[config.mk]
export PLATFORM = sky130hd
export DESIGN_NAME = mem_inspect_panel
export DESIGN_NICKNAME = d
export VERILOG_FILES = /design/src/rtl/mem_inspect_pkg.sv /design/src/rtl/mem_inspect_panel_btn_pulse.sv /design/src/rtl/mem_inspect_panel.sv
export SDC_FILE = /design/constraint.sdc
export NUM_CORES = 1
export LEC_CHECK = 0
export BUFFER_PORTS_ARGS = -buffer_cell sky130_fd_sc_hd__buf_4
export CAP_MARGIN = 20
export CELL_PAD_IN_SITES_DETAIL_PLACEMENT = 1
export CELL_PAD_IN_SITES_GLOBAL_PLACEMENT = 1
export CORE_MARGIN = 4
export CORE_UTILIZATION = 35
export CTS_BUF_LIST = sky130_fd_sc_hd__clkbuf_16
export CTS_CLUSTER_DIAMETER = 120
export CTS_CLUSTER_SIZE = 10
export DETAILED_ROUTE_END_ITERATION = 8
export PLACE_DENSITY = 0.89
export SLEW_MARGIN = 20
export SYNTH_ARGS = -nofsm -noshare
export SYNTH_HDL_FRONTEND = slang
export SYNTH_SLANG_ARGS = --single-unit
[constraint.sdc]
create_clock -name clk_100mhz -period 5.1 [get_ports clk_100mhz]
set_input_delay 0 -clock clk_100mhz [delete_from_list [all_inputs] [get_ports clk_100mhz]]
set_output_delay 0 -clock clk_100mhz [all_outputs]
set_load 0.02 [all_outputs]
[src/rtl/mem_inspect_pkg.sv]
// -----------------------------------------------------------------------------
// mem_inspect_pkg
// Shared types and constants for the front-panel memory inspector.
//   panel_state_t : panel bus/convert sequencer states
//   bcd_digit_t   : one BCD digit
//   WB_SEL_ALL    : byte-select used for every panel access
//   DISP_BITS     : width of the displayed data byte
//   add3()        : double-dabble digit correction
// -----------------------------------------------------------------------------
package mem_inspect_pkg;

    typedef enum logic [2:0] {
        ST_IDLE  = 3'd0,
        ST_WRITE = 3'd1,
        ST_READ  = 3'd2,
        ST_WAIT  = 3'd3,
        ST_CONV  = 3'd4
    } panel_state_t;

    typedef logic [3:0] bcd_digit_t;

    localparam logic [3:0] WB_SEL_ALL = 4'b1111;
    localparam int         DISP_BITS  = 8;

    // A digit of 5 or more would overflow past 9 after the next left shift.
    function automatic bcd_digit_t add3(input bcd_digit_t d);
        return (d >= 4'd5) ? bcd_digit_t'(d + 4'd3) : d;
    endfunction

endpackage

[src/rtl/mem_inspect_panel_btn_pulse.sv]
// -----------------------------------------------------------------------------
// btn_pulse
// Two-flop synchroniser, counter debouncer and rising-edge detector for one
// raw front-panel button.
// Ports:
//   clk_100mhz    in  clock
//   i_rst         in  asynchronous active-high reset
//   i_btn         in  raw, bouncing button level
//   o_pulse       out one-cycle pulse after each debounced press
// Parameter BOUNCE_CYCLES: consecutive stable cycles needed to accept a level.
// -----------------------------------------------------------------------------
module btn_pulse #(
    parameter int BOUNCE_CYCLES = 4
) (
    input  logic clk_100mhz,
    input  logic i_rst,
    input  logic i_btn,
    output logic o_pulse
);

    localparam int CNT_W = (BOUNCE_CYCLES > 1) ? $clog2(BOUNCE_CYCLES) : 1;
    localparam logic [CNT_W-1:0] CNT_LAST = CNT_W'(BOUNCE_CYCLES - 1);

    logic [1:0]       r_sync;
    logic [CNT_W-1:0] r_cnt;
    logic             r_level;
    logic             r_level_d;

    always_ff @(posedge clk_100mhz or posedge i_rst) begin
        if (i_rst) begin
            r_sync    <= 2'b00;
            r_cnt     <= '0;
            r_level   <= 1'b0;
            r_level_d <= 1'b0;
        end else begin
            r_sync    <= {r_sync[0], i_btn};
            r_level_d <= r_level;
            // Count only while the synchronised input disagrees with the
            // accepted level; any return to agreement restarts the window.
            if (r_sync[1] == r_level) begin
                r_cnt <= '0;
            end else if (r_cnt == CNT_LAST) begin
                r_level <= r_sync[1];
                r_cnt   <= '0;
            end else begin
                r_cnt <= r_cnt + CNT_W'(1);
            end
        end
    end

    assign o_pulse = r_level & ~r_level_d;

endmodule

[src/rtl/mem_inspect_panel.sv]
// -----------------------------------------------------------------------------
// mem_inspect_panel
// Front-panel data-memory inspector/loader between the core's Wishbone data
// port and data memory. Arbitrates bus ownership (core vs panel), steps a
// viewing index with debounced buttons, writes switch bytes, and converts the
// viewed byte to BCD with a sequential double-dabble converter.
//
// Build option: define MEM_INSPECT_WRAP_EN to make the index wrap at both ends;
// by default it saturates at 0 and NUM_LOC-1.
//
// Ports:
//   clk_100mhz, i_rst                 clock, async active-high reset
//   i_run                             core requests the memory bus
//   i_btn_next, i_btn_prev            raw step buttons
//   i_show_result                     view RESULT_ADDR instead of the index
//   i_wr_en, i_wr_data                panel byte write (rising edge acts)
//   i_core_*, o_core_*                core Wishbone side
//   o_mem_*, i_mem_*                  data-memory Wishbone side
//   o_index                           current location index
//   o_bcd, o_bcd_valid                {hundreds,tens,ones} of viewed byte
//   o_core_owns                       bus granted to core
// -----------------------------------------------------------------------------
module mem_inspect_panel
    import mem_inspect_pkg::*;
#(
    parameter int ADDR_W        = 13,
    parameter int NUM_LOC       = 11,
    parameter int BASE_ADDR     = 0,
    parameter int STEP_BYTES    = 4,
    parameter int RESULT_ADDR   = 40,
    parameter int BOUNCE_CYCLES = 4
) (
    input  logic              clk_100mhz,
    input  logic              i_rst,
    input  logic              i_run,
    input  logic              i_btn_next,
    input  logic              i_btn_prev,
    input  logic              i_show_result,
    input  logic              i_wr_en,
    input  logic [7:0]        i_wr_data,
    input  logic              i_core_cyc,
    input  logic              i_core_stb,
    input  logic              i_core_we,
    input  logic [31:0]       i_core_addr,
    input  logic [31:0]       i_core_wdata,
    input  logic [3:0]        i_core_sel,
    output logic              o_core_ack,
    output logic              o_core_stall,
    output logic [31:0]       o_core_rdata,
    output logic              o_mem_cyc,
    output logic              o_mem_stb,
    output logic              o_mem_we,
    output logic [ADDR_W-1:0] o_mem_addr,
    output logic [31:0]       o_mem_wdata,
    output logic [3:0]        o_mem_sel,
    input  logic              i_mem_ack,
    input  logic              i_mem_stall,
    input  logic [31:0]       i_mem_rdata,
    output logic [7:0]        o_index,
    output logic [11:0]       o_bcd,
    output logic              o_bcd_valid,
    output logic              o_core_owns
);

    localparam int                DD_W      = 12 + DISP_BITS;
    localparam int                BCNT_W    = $clog2(DISP_BITS);
    localparam logic [BCNT_W-1:0] BCNT_LAST = BCNT_W'(DISP_BITS - 1);
    localparam logic [7:0]        LAST_IDX  = 8'(NUM_LOC - 1);
    localparam logic [ADDR_W-1:0] RES_ADDR  = ADDR_W'(RESULT_ADDR);

    panel_state_t        r_state;
    panel_state_t        w_state_nxt;
    logic                r_own;
    logic                w_own_nxt;
    logic                w_own_rise;
    logic                w_own_fall;
    logic [7:0]          r_index;
    logic [7:0]          w_index_nxt;
    logic                w_index_chg;
    logic                w_next;
    logic                w_prev;
    logic                r_show_d;
    logic                w_show_chg;
    logic                w_view_chg;
    logic                r_wr_en_d;
    logic                w_wr_rise;
    logic                r_wr_pend;
    logic                r_refresh_pend;
    logic                r_is_write;
    logic [ADDR_W-1:0]   r_txn_addr;
    logic [DISP_BITS-1:0] r_wr_byte;
    logic [31:0]         w_lin_addr;
    logic [ADDR_W-1:0]   w_view_addr;
    logic [DD_W-1:0]     r_dd;
    logic [DD_W-1:0]     w_dd_adj;
    logic [DD_W-1:0]     w_dd_step;
    logic [BCNT_W-1:0]   r_bit_cnt;
    logic [11:0]         r_bcd;
    logic                r_bcd_valid;
    logic                w_p_cyc;
    logic                w_p_stb;
    logic                w_start_rd;
    logic                w_start_wr;
    logic                w_wr_done;
    logic                w_rd_done;
    logic                w_conv_done;
    logic                w_unused_bits;

    // ---------------- button conditioning ----------------
    btn_pulse #(.BOUNCE_CYCLES(BOUNCE_CYCLES)) u_btn_next (
        .clk_100mhz (clk_100mhz),
        .i_rst      (i_rst),
        .i_btn      (i_btn_next),
        .o_pulse    (w_next)
    );

    btn_pulse #(.BOUNCE_CYCLES(BOUNCE_CYCLES)) u_btn_prev (
        .clk_100mhz (clk_100mhz),
        .i_rst      (i_rst),
        .i_btn      (i_btn_prev),
        .o_pulse    (w_prev)
    );

    // ---------------- index stepping ----------------
    always_comb begin
        w_index_nxt = r_index;
        if (!r_own && (w_next ^ w_prev)) begin
            if (w_next) begin
                if (r_index >= LAST_IDX) begin
`ifdef MEM_INSPECT_WRAP_EN
                    w_index_nxt = 8'd0;
`else
                    w_index_nxt = r_index;
`endif
                end else begin
                    w_index_nxt = r_index + 8'd1;
                end
            end else begin
                if (r_index == 8'd0) begin
`ifdef MEM_INSPECT_WRAP_EN
                    w_index_nxt = LAST_IDX;
`else
                    w_index_nxt = r_index;
`endif
                end else begin
                    w_index_nxt = r_index - 8'd1;
                end
            end
        end
    end

    // A blocked (saturated) step leaves the index equal and so requests nothing.
    assign w_index_chg = (w_index_nxt != r_index);
    assign w_show_chg  = (i_show_result != r_show_d);
    assign w_view_chg  = w_index_chg | w_show_chg;
    assign w_wr_rise   = i_wr_en & ~r_wr_en_d;

    assign w_lin_addr  = 32'(BASE_ADDR) + 32'(r_index) * 32'(STEP_BYTES);
    assign w_view_addr = i_show_result ? RES_ADDR : w_lin_addr[ADDR_W-1:0];

    // ---------------- ownership ----------------
    // Grant only while the panel sequencer is idle so an in-flight panel
    // transaction (and its conversion) always finishes first; release only
    // once the core has closed its bus cycle.
    always_comb begin
        w_own_nxt = r_own;
        if (i_run && (r_state == ST_IDLE)) begin
            w_own_nxt = 1'b1;
        end else if (!i_run && !i_core_cyc) begin
            w_own_nxt = 1'b0;
        end
    end

    assign w_own_rise = w_own_nxt & ~r_own;
    assign w_own_fall = r_own & ~w_own_nxt;

    // ---------------- panel sequencer ----------------
    always_ff @(posedge clk_100mhz or posedge i_rst) begin
        if (i_rst) begin
            r_state <= ST_IDLE;
        end else begin
            r_state <= w_state_nxt;
        end
    end

    always_comb begin
        w_state_nxt = r_state;
        w_p_cyc     = 1'b0;
        w_p_stb     = 1'b0;
        unique case (r_state)
            ST_IDLE: begin
                // i_run also blocks a start so a grant and a panel start can
                // never land on the same edge.
                if (!r_own && !i_run) begin
                    if (r_wr_pend) begin
                        w_state_nxt = ST_WRITE;
                    end else if (r_refresh_pend) begin
                        w_state_nxt = ST_READ;
                    end
                end
            end
            ST_WRITE, ST_READ: begin
                w_p_cyc = 1'b1;
                w_p_stb = 1'b1;
                if (!i_mem_stall) begin
                    w_state_nxt = ST_WAIT;
                end
            end
            ST_WAIT: begin
                w_p_cyc = 1'b1;
                if (i_mem_ack) begin
                    w_state_nxt = r_is_write ? ST_IDLE : ST_CONV;
                end
            end
            ST_CONV: begin
                if (r_bit_cnt == BCNT_LAST) begin
                    w_state_nxt = ST_IDLE;
                end
            end
            default: begin
                w_state_nxt = ST_IDLE;
            end
        endcase
    end

    assign w_start_wr  = (r_state == ST_IDLE) && (w_state_nxt == ST_WRITE);
    assign w_start_rd  = (r_state == ST_IDLE) && (w_state_nxt == ST_READ);
    assign w_wr_done   = (r_state == ST_WAIT) && i_mem_ack && r_is_write;
    assign w_rd_done   = (r_state == ST_WAIT) && i_mem_ack && !r_is_write;
    assign w_conv_done = (r_state == ST_CONV) && (r_bit_cnt == BCNT_LAST);

    // ---------------- double dabble step ----------------
    always_comb begin
        w_dd_adj = r_dd;
        w_dd_adj[DISP_BITS +: 4]     = add3(r_dd[DISP_BITS +: 4]);
        w_dd_adj[DISP_BITS + 4 +: 4] = add3(r_dd[DISP_BITS + 4 +: 4]);
        w_dd_adj[DISP_BITS + 8 +: 4] = add3(r_dd[DISP_BITS + 8 +: 4]);
        w_dd_step = w_dd_adj << 1;
    end

    // ---------------- control and datapath registers ----------------
    always_ff @(posedge clk_100mhz or posedge i_rst) begin
        if (i_rst) begin
            r_own          <= 1'b0;
            r_index        <= 8'd0;
            r_show_d       <= 1'b0;
            r_wr_en_d      <= 1'b0;
            r_wr_pend      <= 1'b0;
            r_refresh_pend <= 1'b1;
            r_is_write     <= 1'b0;
            r_txn_addr     <= '0;
            r_wr_byte      <= '0;
            r_dd           <= '0;
            r_bit_cnt      <= '0;
            r_bcd          <= 12'd0;
            r_bcd_valid    <= 1'b0;
        end else begin
            r_own     <= w_own_nxt;
            r_index   <= w_index_nxt;
            r_show_d  <= i_show_result;
            r_wr_en_d <= i_wr_en;

            // A rise that arrives while busy stays latched until IDLE takes it.
            if (w_wr_rise) begin
                r_wr_pend <= 1'b1;
            end else if (w_start_wr) begin
                r_wr_pend <= 1'b0;
            end

            // Set wins over clear: a view change during the start of a read
            // must still trigger a fresh read of the new address.
            if (w_view_chg || w_own_fall || w_wr_done) begin
                r_refresh_pend <= 1'b1;
            end else if (w_start_rd) begin
                r_refresh_pend <= 1'b0;
            end

            if (w_start_wr || w_start_rd) begin
                r_txn_addr <= w_view_addr;
                r_is_write <= w_start_wr;
                r_wr_byte  <= i_wr_data;
            end

            if (w_rd_done) begin
                r_dd      <= {12'd0, i_mem_rdata[DISP_BITS-1:0]};
                r_bit_cnt <= '0;
            end else if (r_state == ST_CONV) begin
                r_dd      <= w_dd_step;
                r_bit_cnt <= r_bit_cnt + BCNT_W'(1);
            end

            if (w_conv_done) begin
                r_bcd <= w_dd_step[DISP_BITS +: 12];
            end

            // A result computed for an address that has since changed is
            // never flagged valid.
            if (w_view_chg || w_own_rise) begin
                r_bcd_valid <= 1'b0;
            end else if (w_conv_done && !r_refresh_pend) begin
                r_bcd_valid <= 1'b1;
            end
        end
    end

    // ---------------- bus multiplexing ----------------
    assign o_mem_cyc   = r_own ? i_core_cyc               : w_p_cyc;
    assign o_mem_stb   = r_own ? i_core_stb               : w_p_stb;
    assign o_mem_we    = r_own ? i_core_we                : (w_p_cyc & r_is_write);
    assign o_mem_addr  = r_own ? i_core_addr[ADDR_W-1:0]  : (w_p_cyc ? r_txn_addr : '0);
    assign o_mem_wdata = r_own ? i_core_wdata
                               : ((w_p_cyc && r_is_write) ? {24'd0, r_wr_byte} : 32'd0);
    assign o_mem_sel   = r_own ? i_core_sel               : (w_p_cyc ? WB_SEL_ALL : 4'd0);

    assign o_core_ack   = r_own & i_mem_ack;
    assign o_core_stall = r_own ? i_mem_stall : 1'b1;
    assign o_core_rdata = r_own ? i_mem_rdata : 32'd0;

    assign o_index     = r_index;
    assign o_bcd       = r_bcd;
    assign o_bcd_valid = r_bcd_valid;
    assign o_core_owns = r_own;

    // Core address bits above the memory window and the high part of the
    // linear view address are intentionally dropped.
    assign w_unused_bits = ^{i_core_addr, w_lin_addr};

endmodule

==> results.md, run 1 <==
* Die width at between 100 and 150 µm
* Hold Crit Depth at 3
* Clock sinks at between 80 and 90
* Share of cells above drive strength 1 at 0.340
* Cells after synthesis at 489
* Net count, final at ~840
* Max_slew headroom at 0.421
* Data arrival, critical path at ~2.6 ns
* Max-cap viol count at 0
* Leakage power at ~3.3 nW
* Sequential share of power at 0.294
* Final hold vios at 0
* Post-synthesis register bit count at 81
* Crit Path Class: register to register
* Core area at ~12000 µm²
* Drt total wl at ~16000 µm
* Fmax at about 410 MHz
* Crit path required time at about 5.3 ns
* Latest clock arrival within the worst-skew pair at approximately 0.33 ns
* Total track usage at 0.221
* DIE AREA at ~14000 µm²
* Internal power at about 2.1 mW
* Fill cell count at ~1400
* Starting Density at 0.363
* Fin. max-slew vios at 0
* Ys flop type: dfrtp_1
* Post-CTS Resized at 0
* Syn_nets at between 600 and 700
* Worst hold start: i_run
* Inserted Diodes at 0
* CTS tree: done
* WHS Endpoint: o_bcd_valid
* Antenna violations before repair at 0
* Setup_tns at 0 ns
* Worst hold-check path type: input port to register
* Worst R2R Setup Slack at between 2 and 3 ns
* Post-Syn Area per Cell at ~9 µm²
* R2R depth at 4
* Pre-antenna DRT Iters at 6
* GR Overflow Total at 0
* Final setup viols at 0
* Row Count at 40
* H-tree Lvls at 3
* Post-DP HPWL at 12100 µm
* Root Driver: clkbuf_16
* Vias in the first global route at roughly 4700
* Number of distinct library cells after synthesis at between 50 and 60
* Vias after detailed routing at around 4400
* Antenna Nets Post-Route at 0
* DR iter-0 viols at approximately 160
* Critical-path maximum fanout at 24
* Clock slew at reported path FFs at approximately 0.06 ns
* Largest net degree at the start of global routing at between 90 and 100
* NetSw at roughly 1.6 mW
* CTS Hold Bufs at 23
* Combinational Power Share at 0.539
* FF-to-FF End: o_bcd[0]
* Number of placed I/O pins at around 230
* Fin util at 0.545
* Crit path launch type: register
* Worst Setup End Kind: register
* Minimum clock period at ~2.4 ns
* Unrepaired setup endpoints after global routing: false
* DRC viols at 0
* Layout Skew at 0.00529 ns
* Peak supply drop at 200 µV
* Sequential-to-total area share from yosys stat at 0.459
* Postcts setup bufs at 0
* Ys Warns at 0
* Layout Area Growth over Synthesis at 50.0%
* Number of synthesized flops with an enable pin at 0
* Least-Margin Pin Slew at slightly below 0.9 ns
* RD Place Congestion at between 0.8 and 0.9
* Via density at ~5
* Reg2reg start: r_state[1]
* Num CTS Buffers at 9
* Die height at 120 µm
* Clk network pwr share at 0.167
* PortBufs at around 210
* WL/cell at 18.5 µm
* First-pass GRT wire length at 25400 µm
* Pwr/cell area at between 500 and 600 nW/µm²
* Async set or reset register ratio after synthesis at 1.00
* Switch share at 0.437
* Bufs on Longest Clock Path at 2
* Final worst path period share at 0.473
* Synthesized cell area at 4420 µm²
* Outcome: complete, no violations
cells in the final DEF, fill, tap and decap left out, drive strengths merged, types with 2 or more instances in the layout:
cell and count:
buf 213, nand2 97, dfrtp 80, and2 65, o21ai 37, dlygate4sd3 23, a22o 17, inv 16
ha 14, nor2 12, a21oi 10, nor3 10, clkbuf 9, o22ai 8, xnor2 7, mux2 6
nand3b 6, nand2b 5, nor2b 5, a21o 5, o31ai 5, a22oi 5, nor4 5, nor3b 4
nand3 4, clkinv 4, a21boi 3, xor2 3, mux2i 3, or3 3, o221ai 2, o211ai 2
o21a 2, a311oi 2, or4 2
critical path, cell delays in order (launching register included):
cell and delay [ns]:
dfrtp_1 0.48, nor2_1 0.26, and2_1 0.52, nand2_1 0.58, mux2_2 0.45
power by group through the flow:
stage / registers, mW / logic, mW / clock network (mW)
final: 1.09 / 2.00 / 0.618
after global routing: 1.13 / 2.17 / 0.663
after CTS: 1.09 / 2.02 / 0.637
after detailed placement: 1.10 / 1.99 / 0
after global placement: 1.07 / 1.90 / 0
after floorplan: 1.04 / 1.26 / 0
stage by stage:
step	instances	total power, mW	setup slack, ns	cell area (µm²)	hold WS (ns)
CTS	877	3.74	2.65	6630	0.00276
global placement	838	2.97	2.74	6120	-0.0417
floorplan	489	2.29	3.02	4420	0.0314
finish	877	3.70	2.69	6630	0.0181
global route	877	3.96	2.42	6630	0.0463
detailed placement	838	3.08	2.69	6120	-0.0353
cell usage after synthesis (all sizes together) (3+ instances only):
library cell | n | area (µm²)
a21boi | 3 | 22.5
a21o | 5 | 37.5
a21oi | 10 | 50.1
a22o | 17 | 149
a22oi | 5 | 37.5
and2 | 65 | 407
buf | 6 | 30.0
clkbuf | 26 | 97.6
dfrtp | 80 | 2000
ha | 14 | 175
inv | 14 | 52.6
mux2 | 6 | 67.6
mux2i | 3 | 30.0
nand2 | 97 | 364
nand2b | 5 | 31.3
nand3 | 4 | 20.0
nand3b | 6 | 45.0
nor2 | 12 | 47.6
nor2b | 5 | 31.3
nor3 | 10 | 50.1
nor3b | 4 | 30.0
nor4 | 5 | 31.3
o21ai | 37 | 185
o22ai | 8 | 50.1
o31ai | 5 | 37.5
or3 | 3 | 23.8
xnor2 | 7 | 61.3
xor2 | 3 | 26.3
sequential cells by signal, summed over array words and instances (netlist names):
| name | cells |
|---|---|
| o_bcd | 12 |
| o_bcd_valid | 1 |
| o_core_owns | 1 |
| o_index | 8 |
| r_bit_cnt | 3 |
| r_dd | 20 |
| r_is_write | 1 |
| r_refresh_pend | 1 |
| r_show_d | 1 |
| r_state | 3 |
| r_txn_addr | 8 |
| r_wr_byte | 8 |
| r_wr_en_d | 1 |
| r_wr_pend | 1 |
| u_btn_next.r_cnt | 2 |
| u_btn_next.r_level | 1 |
| u_btn_next.r_level_d | 1 |
| u_btn_next.r_sync | 2 |
| u_btn_prev.r_cnt | 2 |
| u_btn_prev.r_level | 1 |
| u_btn_prev.r_level_d | 1 |
| u_btn_prev.r_sync | 2 |
cells by family after synthesis:
group / count (synthesis) / synth area share
and+or+nand+nor: 224 / 0.261
AOI/OAI and AO/OA: 105 / 0.157
DFF: 81 / 0.459
buffers and inverters: 46 / 0.0408
adders and majority gates: 14 / 0.0396
xor gates and xnor gates: 10 / 0.0198
muxes: 9 / 0.0221
routing by layer:
metal / wire (µm) / track usage / up-vias / part of all wire
met5: 0 / 0 / - / 0
met4: 313 / 0.0559 / 0 / 0.019
met3: 1170 / 0.0608 / 23 / 0.072
met2: 8790 / 0.422 / 139 / 0.54
met1: 5950 / 0.240 / 2157 / 0.37
li1: - / - / 2097 / -
layout make-up:
cell class	count	area [µm²]	area share
clock buffer	9	225	0.0340
inverter	14	53.8	0.00812
multi-input combinational	362	2220	0.336
sequential	81	2030	0.306
tap	168	210	0.0317
clock inverter	7	55.1	0.00831
timing repair buffer	236	1830	0.276
worst max path at each step:
stage	slack, ns	end	cells past startpoint	startpoint
global route	2.42	o_mem_wdata[0]	6	o_core_owns
floorplan	3.02	o_bcd[0]	1	i_rst
global placement	2.74	o_bcd[0]	4	r_state[1]
finish	2.69	o_bcd[0]	4	r_state[1]
CTS	2.65	o_mem_wdata[1]	6	o_core_owns
detailed placement	2.69	o_bcd[0]	4	r_state[1]
No activity file was read; power rests on OpenSTA's default activity.
==> inputs of run 2 (changes only) <==
CORE_UTILIZATION = 29   (was 35)
PLACE_DENSITY = 0.79   (was 0.89)
clock period = 2 ns   (was 5.1 ns; I/O delays follow)
==> results.md, run 2 (same netlist as run 1, synthesis figures left out) <==
* DRC viols at 0 (unchanged)
* CTS tree: done (unchanged)
* Most flop-heavy register: r_dd (unchanged)
* Net count, final at 854 (was 838)
* Leakage power at 3.39 nW (was 3.30 nW)
* Met3 WL at 988 µm (was 1170 µm)
* Data arrival, critical path at 2.28 ns (was 2.63 ns)
* Clock sinks at 81 (unchanged)
* Crit path launch type: register (unchanged)
* Inserted Diodes at 0 (unchanged)
* Largest net degree at the start of global routing at 84 (was 99)
* Num CTS Buffers at 9 (unchanged)
* Minimum clock period at 2.00 ns (was 2.41 ns)
* Peak supply drop at 703 µV (was 200 µV)
* Final worst path period share at 1.00 (was 0.473)
* Combinational Power Share at 0.552 (was 0.539)
* Worst Setup End Kind: register (unchanged)
* Fin util at 0.465 (was 0.545)
* Pwr/cell area at 1440 nW/µm² (was 558 nW/µm²)
* Setup_tns at 0 ns (unchanged)
* Max-cap viol count at 0 (unchanged)
* Share of cells above drive strength 1 at 0.371 (was 0.340)
* Crit-path cells: inv_2 > ha_1 > or4b_4 > o21ai_4 > nor4_1 > a311oi_1 > o21a_1 (was nor2_1 > and2_1 > nand2_1 > mux2_2)
* Worst R2R Setup Slack at 0.0009 ns (was 2.69 ns)
* WL/cell at 18.1 µm (was 18.5 µm)
* Antenna violations before repair at 0 (unchanged)
* Drt total wl at 16400 µm (was 16200 µm)
* Dpl cell area at 6280 µm² (was 6120 µm²)
* Starting Density at 0.299 (was 0.363)
* Row Count at 44 (was 40)
* Sequential share of power at 0.272 (was 0.294)
* Leading cell type in the layout, fill and taps excluded: buf_4 (unchanged)
* DRT met1 WL at 6280 µm (was 5950 µm)
* Clk network pwr share at 0.175 (was 0.167)
* Latest clock arrival within the worst-skew pair at 0.34 ns (was 0.33 ns)
* Layout Skew at 0.00775 ns (was 0.00529 ns)
* Post-DP HPWL at 12400 µm (was 12100 µm)
* Top delay family on crit path: compound AO/OA/AOI/OAI gates (was simple AND/OR/NAND/NOR gates)
* Root Driver: clkbuf_16 (unchanged)
* Critical-path maximum fanout at 3 (was 24)
* RD Place Congestion at 0.843 (was 0.871)
* Final hold vios at 0 (unchanged)
* Crit Path Class: register to register (unchanged)
* GR Overflow Total at 0 (unchanged)
* Largest register FFs at 20 (unchanged)
* Outcome: complete, no violations (unchanged)
* Die width at 131 µm (was 120 µm)
* Bufs on Longest Clock Path at 2 (unchanged)
* Switch share at 0.432 (was 0.437)
* Max incr delay on CP at 0.52 ns (was 0.58 ns)
* Crit path required time at 2.28 ns (was 5.32 ns)
* DIE AREA at 17300 µm² (was 14500 µm²)
* Vias after detailed routing at 4497 (was 4416)
* Final Cell Area at 6870 µm² (was 6630 µm²)
* DR top layer: met4 (unchanged)
* First-pass GRT wire length at 26300 µm (was 25400 µm)
* Worst hold-check path type: input port to register (unchanged)
* DR iter-0 viols at 143 (was 162)
* Antenna Nets Post-Route at 0 (unchanged)
* Internal power at 5.63 mW (was 2.08 mW)
* Fin. max-slew vios at 0 (unchanged)
* Final setup viols at 0 (unchanged)
* H-tree Lvls at 3 (unchanged)
* Least-Margin Pin Slew at 0.764 ns (was 0.869 ns)
* Number of placed I/O pins at 228 (unchanged)
* Total power at 9.91 mW (was 3.70 mW)
* Pre-antenna DRT Iters at 4 (was 6)
* Die height at 131 µm (was 120 µm)
* Via density at 4.95 (was 5.04)
* Total track usage at 0.188 (was 0.221)
* Vias in the first global route at 4806 (was 4683)
* Clock slew at reported path FFs at 0.06 ns (about the same)
* Max_slew headroom at 0.490 (was 0.421)
* Final hold slack at 0.101 ns (was 0.0181 ns)
* Buf/Inv on CP at 1 (was 0)
* PortBufs at 208 (unchanged)
* NetSw at 4.28 mW (was 1.62 mW)
* Met2 wire length at 8710 µm (was 8790 µm)
* Layout Area Growth over Synthesis at 55.4% (was 50.0%)
* Slowest cell on the critical path: or4b_4 (was nand2_1)
* Fmax at 500 MHz (was 414 MHz)
* Core area at 14800 µm² (was 12200 µm²)
* Most frequent cells in the layout: buf_4 (226), nand2_1 (97), dfrtp_1 (78) (was buf_4 (213), nand2_1 (97), dfrtp_1 (79))
## run 2: cell types whose count changed in the layout (fill, tap and decap cells not counted), moves of 2 or more
cell        change
inv_2           +2
clkinv_2        -2
buf_4          +13
nor3_1          -2
nor3_2          +2
buf_12          +2
inv_1           -4
clkinvlp_4      +3
## run 2: worst reg2reg max path: cells and delay by family (launching register included)
kind                     cells  cell delay (ns)
adder cells (fa/ha/maj)      1             0.18
AND/OR/NAND/NOR              2             0.60
buffers and inverters        1             0.08
AO/OA/AOI/OAI                3             0.67
flip-flops                   1             0.41
## run 2: stage by stage
step | instances | setup WS, ns
after global routing | 909 | -0.0694
after detailed placement | 869 | -0.0130
final | 909 | 0.000854
after floorplan | 489 | 0.0666
after global placement | 869 | 0.104
after CTS | 908 | 0.0111
## run 2: worst paths after layout
kind,depth (start not counted),end,from
worst max-delay path,7,o_index[1],o_index[0]
worst min-delay path,3,r_refresh_pend,i_mem_ack
worst max register to register,7,o_index[1],o_index[0]
max in group asynchronous,4,o_index[0],i_rst
min in group asynchronous,3,o_bcd_valid,i_rst
worst min register to register,0,u_btn_next.r_sync[1],u_btn_next.r_sync[0]
## run 2: cell type report
type	count	area (µm²)
Tap cell	184	230
Fill cell	1719	7890
Multi-Input combinational cell	362	2260
Clock inverter	7	87.6
Clock buffer	9	225
Inverter	14	56.3
Sequential cell	81	2030
Timing Repair Buffer	252	1980
## run 2: layer usage
metal,global-route usage,vias up
li1,-,2127
met1,0.207,2170
met2,0.348,169
met3,0.0436,31
met4,0.0741,0
met5,0,-
## run 2: power by group through the flow
stage | clock network, mW | registers, mW | logic, mW
after floorplan | 0 | 2.65 | 3.20
after global placement | 0 | 2.65 | 5.11
after CTS | 1.80 | 2.68 | 5.44
after detailed placement | 0 | 2.71 | 5.34
after global routing | 1.86 | 2.79 | 5.98
final | 1.74 | 2.70 | 5.48
## run 2: what timing repair did
item | CTS | global route
hold buffers | 23 | 0
pin swaps | 1 | 2
setup buffers | 0 | 1
endpoints found under the hold margin | 57 | 0
resized for setup | 4 | 7
endpoints found under the setup margin | 8 | 88
==> inputs of run 3 (changes only) <==
ABC_AREA = 1   (was unset)
PLACE_DENSITY = 0.8   (was 0.79)
==> results.md, run 3 <==
* Post-place setup slack at 0.274 ns (was -0.0130 ns)
* Largest net degree at the start of global routing at 76 (was 84)
* Worst Setup End Kind: primary output (was register)
* Leading cell type in the layout, fill and taps excluded: buf_4 (unchanged)
* Worst hold-check path type: input port to register (unchanged)
* Worst R2R Setup Slack at 0.21 ns (was 0.0009 ns)
* Most flop-heavy register: r_dd (unchanged)
* Post-route setup slack at 0.123 ns (was 0.000854 ns)
* Antenna Nets Post-Route at 0 (unchanged)
* Crit path required time at 2.00 ns (was 2.28 ns)
* Hold Crit Depth at 3 (unchanged)
* Ys Warns at 0 (unchanged)
* Least-Margin Pin Slew at 0.516 ns (was 0.764 ns)
* Clock slew at reported path FFs at 0.06 ns (about the same)
* Unrepaired setup endpoints after global routing: false
* Die height at 135 µm (was 131 µm)
* Area leader, netlist: dfrtp_1 (unchanged)
* Ys flop type: dfrtp_1 (unchanged)
* Largest register FFs at 20 (unchanged)
* Clock sinks at 81 (unchanged)
* Die width at 135 µm (was 131 µm)
* Core area at 15800 µm² (was 14800 µm²)
* Number of synthesized flops with an enable pin at 0 (unchanged)
* Async set or reset register ratio after synthesis at 1.00 (unchanged)
* Most frequent cells in the layout: buf_4 (212), nand2_1 (186), inv_1 (124) (was buf_4 (226), nand2_1 (97), dfrtp_1 (78))
* Buf/Inv on CP at 2 (was 1)
* Layout Area Growth over Synthesis at 48.4% (was 55.4%)
* Minimum clock period at 1.88 ns (was 2.00 ns)
* Inserted Diodes at 0 (unchanged)
* Root Driver: clkbuf_16 (unchanged)
* Fmax at 533 MHz (was 500 MHz)
* Fin. max-slew vios at 0 (unchanged)
* Critical-path maximum fanout at 75 (was 3)
* Share of cells above drive strength 1 at 0.322 (was 0.371)
* First-pass GRT wire length at 25200 µm (was 26300 µm)
* FF-to-FF End: r_txn_addr[3] (was o_index[1])
* Vias in the first global route at 4921 (was 4806)
* Leakage power at 3.94 nW (was 3.39 nW)
* Row Count at 46 (was 44)
* R2R depth at 7 (unchanged)
* Antenna violations before repair at 0 (unchanged)
* Top cells by count, synth: nand2_1 (186), inv_1 (123), dfrtp_1 (80), o21ai_0 (43), nand3_1 (32) (was nand2_1 (97), dfrtp_1 (80), and2_1 (65), o21ai_0 (35), clkbuf_1 (26))
* Starting Density at 0.294 (was 0.299)
* Top delay family on crit path: buffers and inverters (was compound AO/OA/AOI/OAI gates)
* WL/cell at 14.9 µm (was 18.1 µm)
* WHS Endpoint: o_core_owns (was r_refresh_pend)
* Total power at 9.63 mW (was 9.91 mW)
* Synth area leaders: dfrtp_1 (43%), nand2_1 (15%), inv_1 (9.9%), o21ai_0 (4.6%), ha_1 (3.8%) (was dfrtp_1 (45%), and2_1 (9.2%), nand2_1 (8.2%), ha_1 (4.0%), o21ai_0 (4.0%))
* Drt total wl at 15900 µm (was 16400 µm)
* Pwr/cell area at 1390 nW/µm² (was 1440 nW/µm²)
* Post-Syn Area per Cell at 7.52 µm² (was 9.03 µm²)
* Peak supply drop at 578 µV (was 703 µV)
* Slowest cell on the critical path: dfrtp_4 (was or4b_4)
* DRC viols at 0 (unchanged)
* Num CTS Buffers at 9 (unchanged)
* DIE AREA at 18100 µm² (was 17300 µm²)
* Final setup viols at 0 (unchanged)
* Sequential-to-total area share from yosys stat at 0.436 (was 0.459)
* Post-DP HPWL at 12100 µm (was 12400 µm)
* Number of distinct library cells after synthesis at 32 (was 51)
* Vias after detailed routing at 4831 (was 4497)
* Latest clock arrival within the worst-skew pair at 0.33 ns (was 0.34 ns)
* CTS tree: done (unchanged)
* Setup_tns at 0 ns (unchanged)
* Pre-antenna DRT Iters at 4 (unchanged)
* Fill cell count at 1970 (was 1719)
* Most frequent cell after synthesis: nand2_1 (unchanged)
* H-tree Lvls at 3 (unchanged)
* Outcome: complete, no violations (unchanged)
* Reg2reg start: o_core_owns (was o_index[0])
* Crit Path Class: register to primary output (was register to register)
* Via density at 4.53 (was 4.95)
* Net count, final at 979 (was 854)
* Final hold vios at 0 (unchanged)
* Total track usage at 0.174 (was 0.188)
* RD Place Congestion at 0.811 (was 0.843)
* Postcts setup bufs at 0 (unchanged)
* Fin util at 0.436 (was 0.465)
* Synth top area share at 0.430 (was 0.453)
* Worst hold start: i_run (was i_mem_ack)
* DR iter-0 viols at 138 (was 143)
* Bufs on Longest Clock Path at 2 (unchanged)
* WP depth at 4 (was 7)
* Max incr delay on CP at 0.56 ns (was 0.52 ns)
* Syn_nets at 753 (was 623)
* Max-cap viol count at 0 (unchanged)
* PortBufs at 208 (unchanged)
* Crit path launch type: register (unchanged)
* Synthesized cell area at 4650 µm² (was 4420 µm²)
* Max_slew headroom at 0.656 (was 0.490)
* Cells after synthesis at 619 (was 489)
* Number of placed I/O pins at 228 (unchanged)
* Final worst path period share at 0.938 (was 1.00)
* Layout Skew at 0.00447 ns (was 0.00775 ns)
* Crit-path cells: buf_6 > nand2_1 > o21ai_0 > buf_4 (was inv_2 > ha_1 > or4b_4 > o21ai_4 > nor4_1 > a311oi_1 > o21a_1)
* Data arrival, critical path at 1.88 ns (was 2.28 ns)
* GR Overflow Total at 0 (unchanged)
* Post-synthesis register bit count at 81 (unchanged)
## run 3: cell count changes after synthesis, sizes merged, moves of 6 or more
cell / previous run / this run
clkbuf: 26 / 4
a22o: 17 / 3
nor2: 12 / 27
nand2: 97 / 193
and2: 65 / 0
inv: 14 / 130
o21ai: 37 / 73
buf: 6 / 17
nand3: 4 / 35
nand3b: 6 / 0
nor3: 10 / 4
## run 3: how the worst max path moves through the flow
stage,start,endpoint
2_1_floorplan,o_index[0],o_index[2]
3_3_place_gp,o_core_owns,r_txn_addr[3]
3_5_place_dp,o_core_owns,r_txn_addr[5]
4_1_cts,o_core_owns,o_mem_we
5_1_grt,r_state[2],o_mem_wdata[2]
6_report,o_core_owns,o_mem_wdata[2]
## run 3: timing repair
action,in CTS,in global routing
hold buffers,22,0
setup endpoints to repair,4,0
gates resized for setup,1,0
hold endpoints to repair,105,0
## run 3: cell type report
type | count | area (µm²) | share of cell area
flip-flops and latches | 81 | 2030 | 0.294
multi-input cells | 387 | 1990 | 0.288
repair buffers | 236 | 1840 | 0.267
inverters | 130 | 492 | 0.0712
well taps | 216 | 270 | 0.0391
clock buffers | 9 | 225 | 0.0326
clock inverters | 7 | 53.8 | 0.00779
## run 3: kinds of logic (layout without fill, tap and decap cells)
kind of cell               Yosys count  after routing  synth area share
AOI/OAI and AO/OA                  102            102             0.132
adders and majority gates           14             14            0.0376
and+or+nand+nor                    263            263             0.243
DFF                                 81             81             0.436
muxes                                1              1           0.00242
buffers and inverters              151            382             0.136
xor gates and xnor gates             7              7            0.0132
## run 3: report_power, final
part           total, mW  internal, mW  switching (mW)
clock network       1.59         0.943           0.649
logic               5.40          1.98            3.42
registers           2.64          2.20           0.432
## run 3: per-stage QoR
| stage | instances | hold WS [ns] | cell area (µm²) |
|---|---|---|---|
| floorplan | 619 | 0.0314 | 4660 |
| global placement | 1028 | -0.0760 | 6400 |
| detailed placement | 1028 | -0.0724 | 6400 |
| CTS | 1066 | 0.0194 | 6910 |
| global route | 1066 | 0.0546 | 6910 |
| finish | 1066 | 0.0295 | 6910 |
## run 3: worst min-delay path, stage by stage
cell	delay, ns
buf_4	0.11
o21ai_0	0.12
o21ai_0	0.09
## run 3: layer usage
layer / part of all wire / GRT usage
met2: 0.51 / 0.317
met3: 0.063 / 0.0313
met1: 0.40 / 0.204
met4: 0.024 / 0.0617
met5: 0 / 0
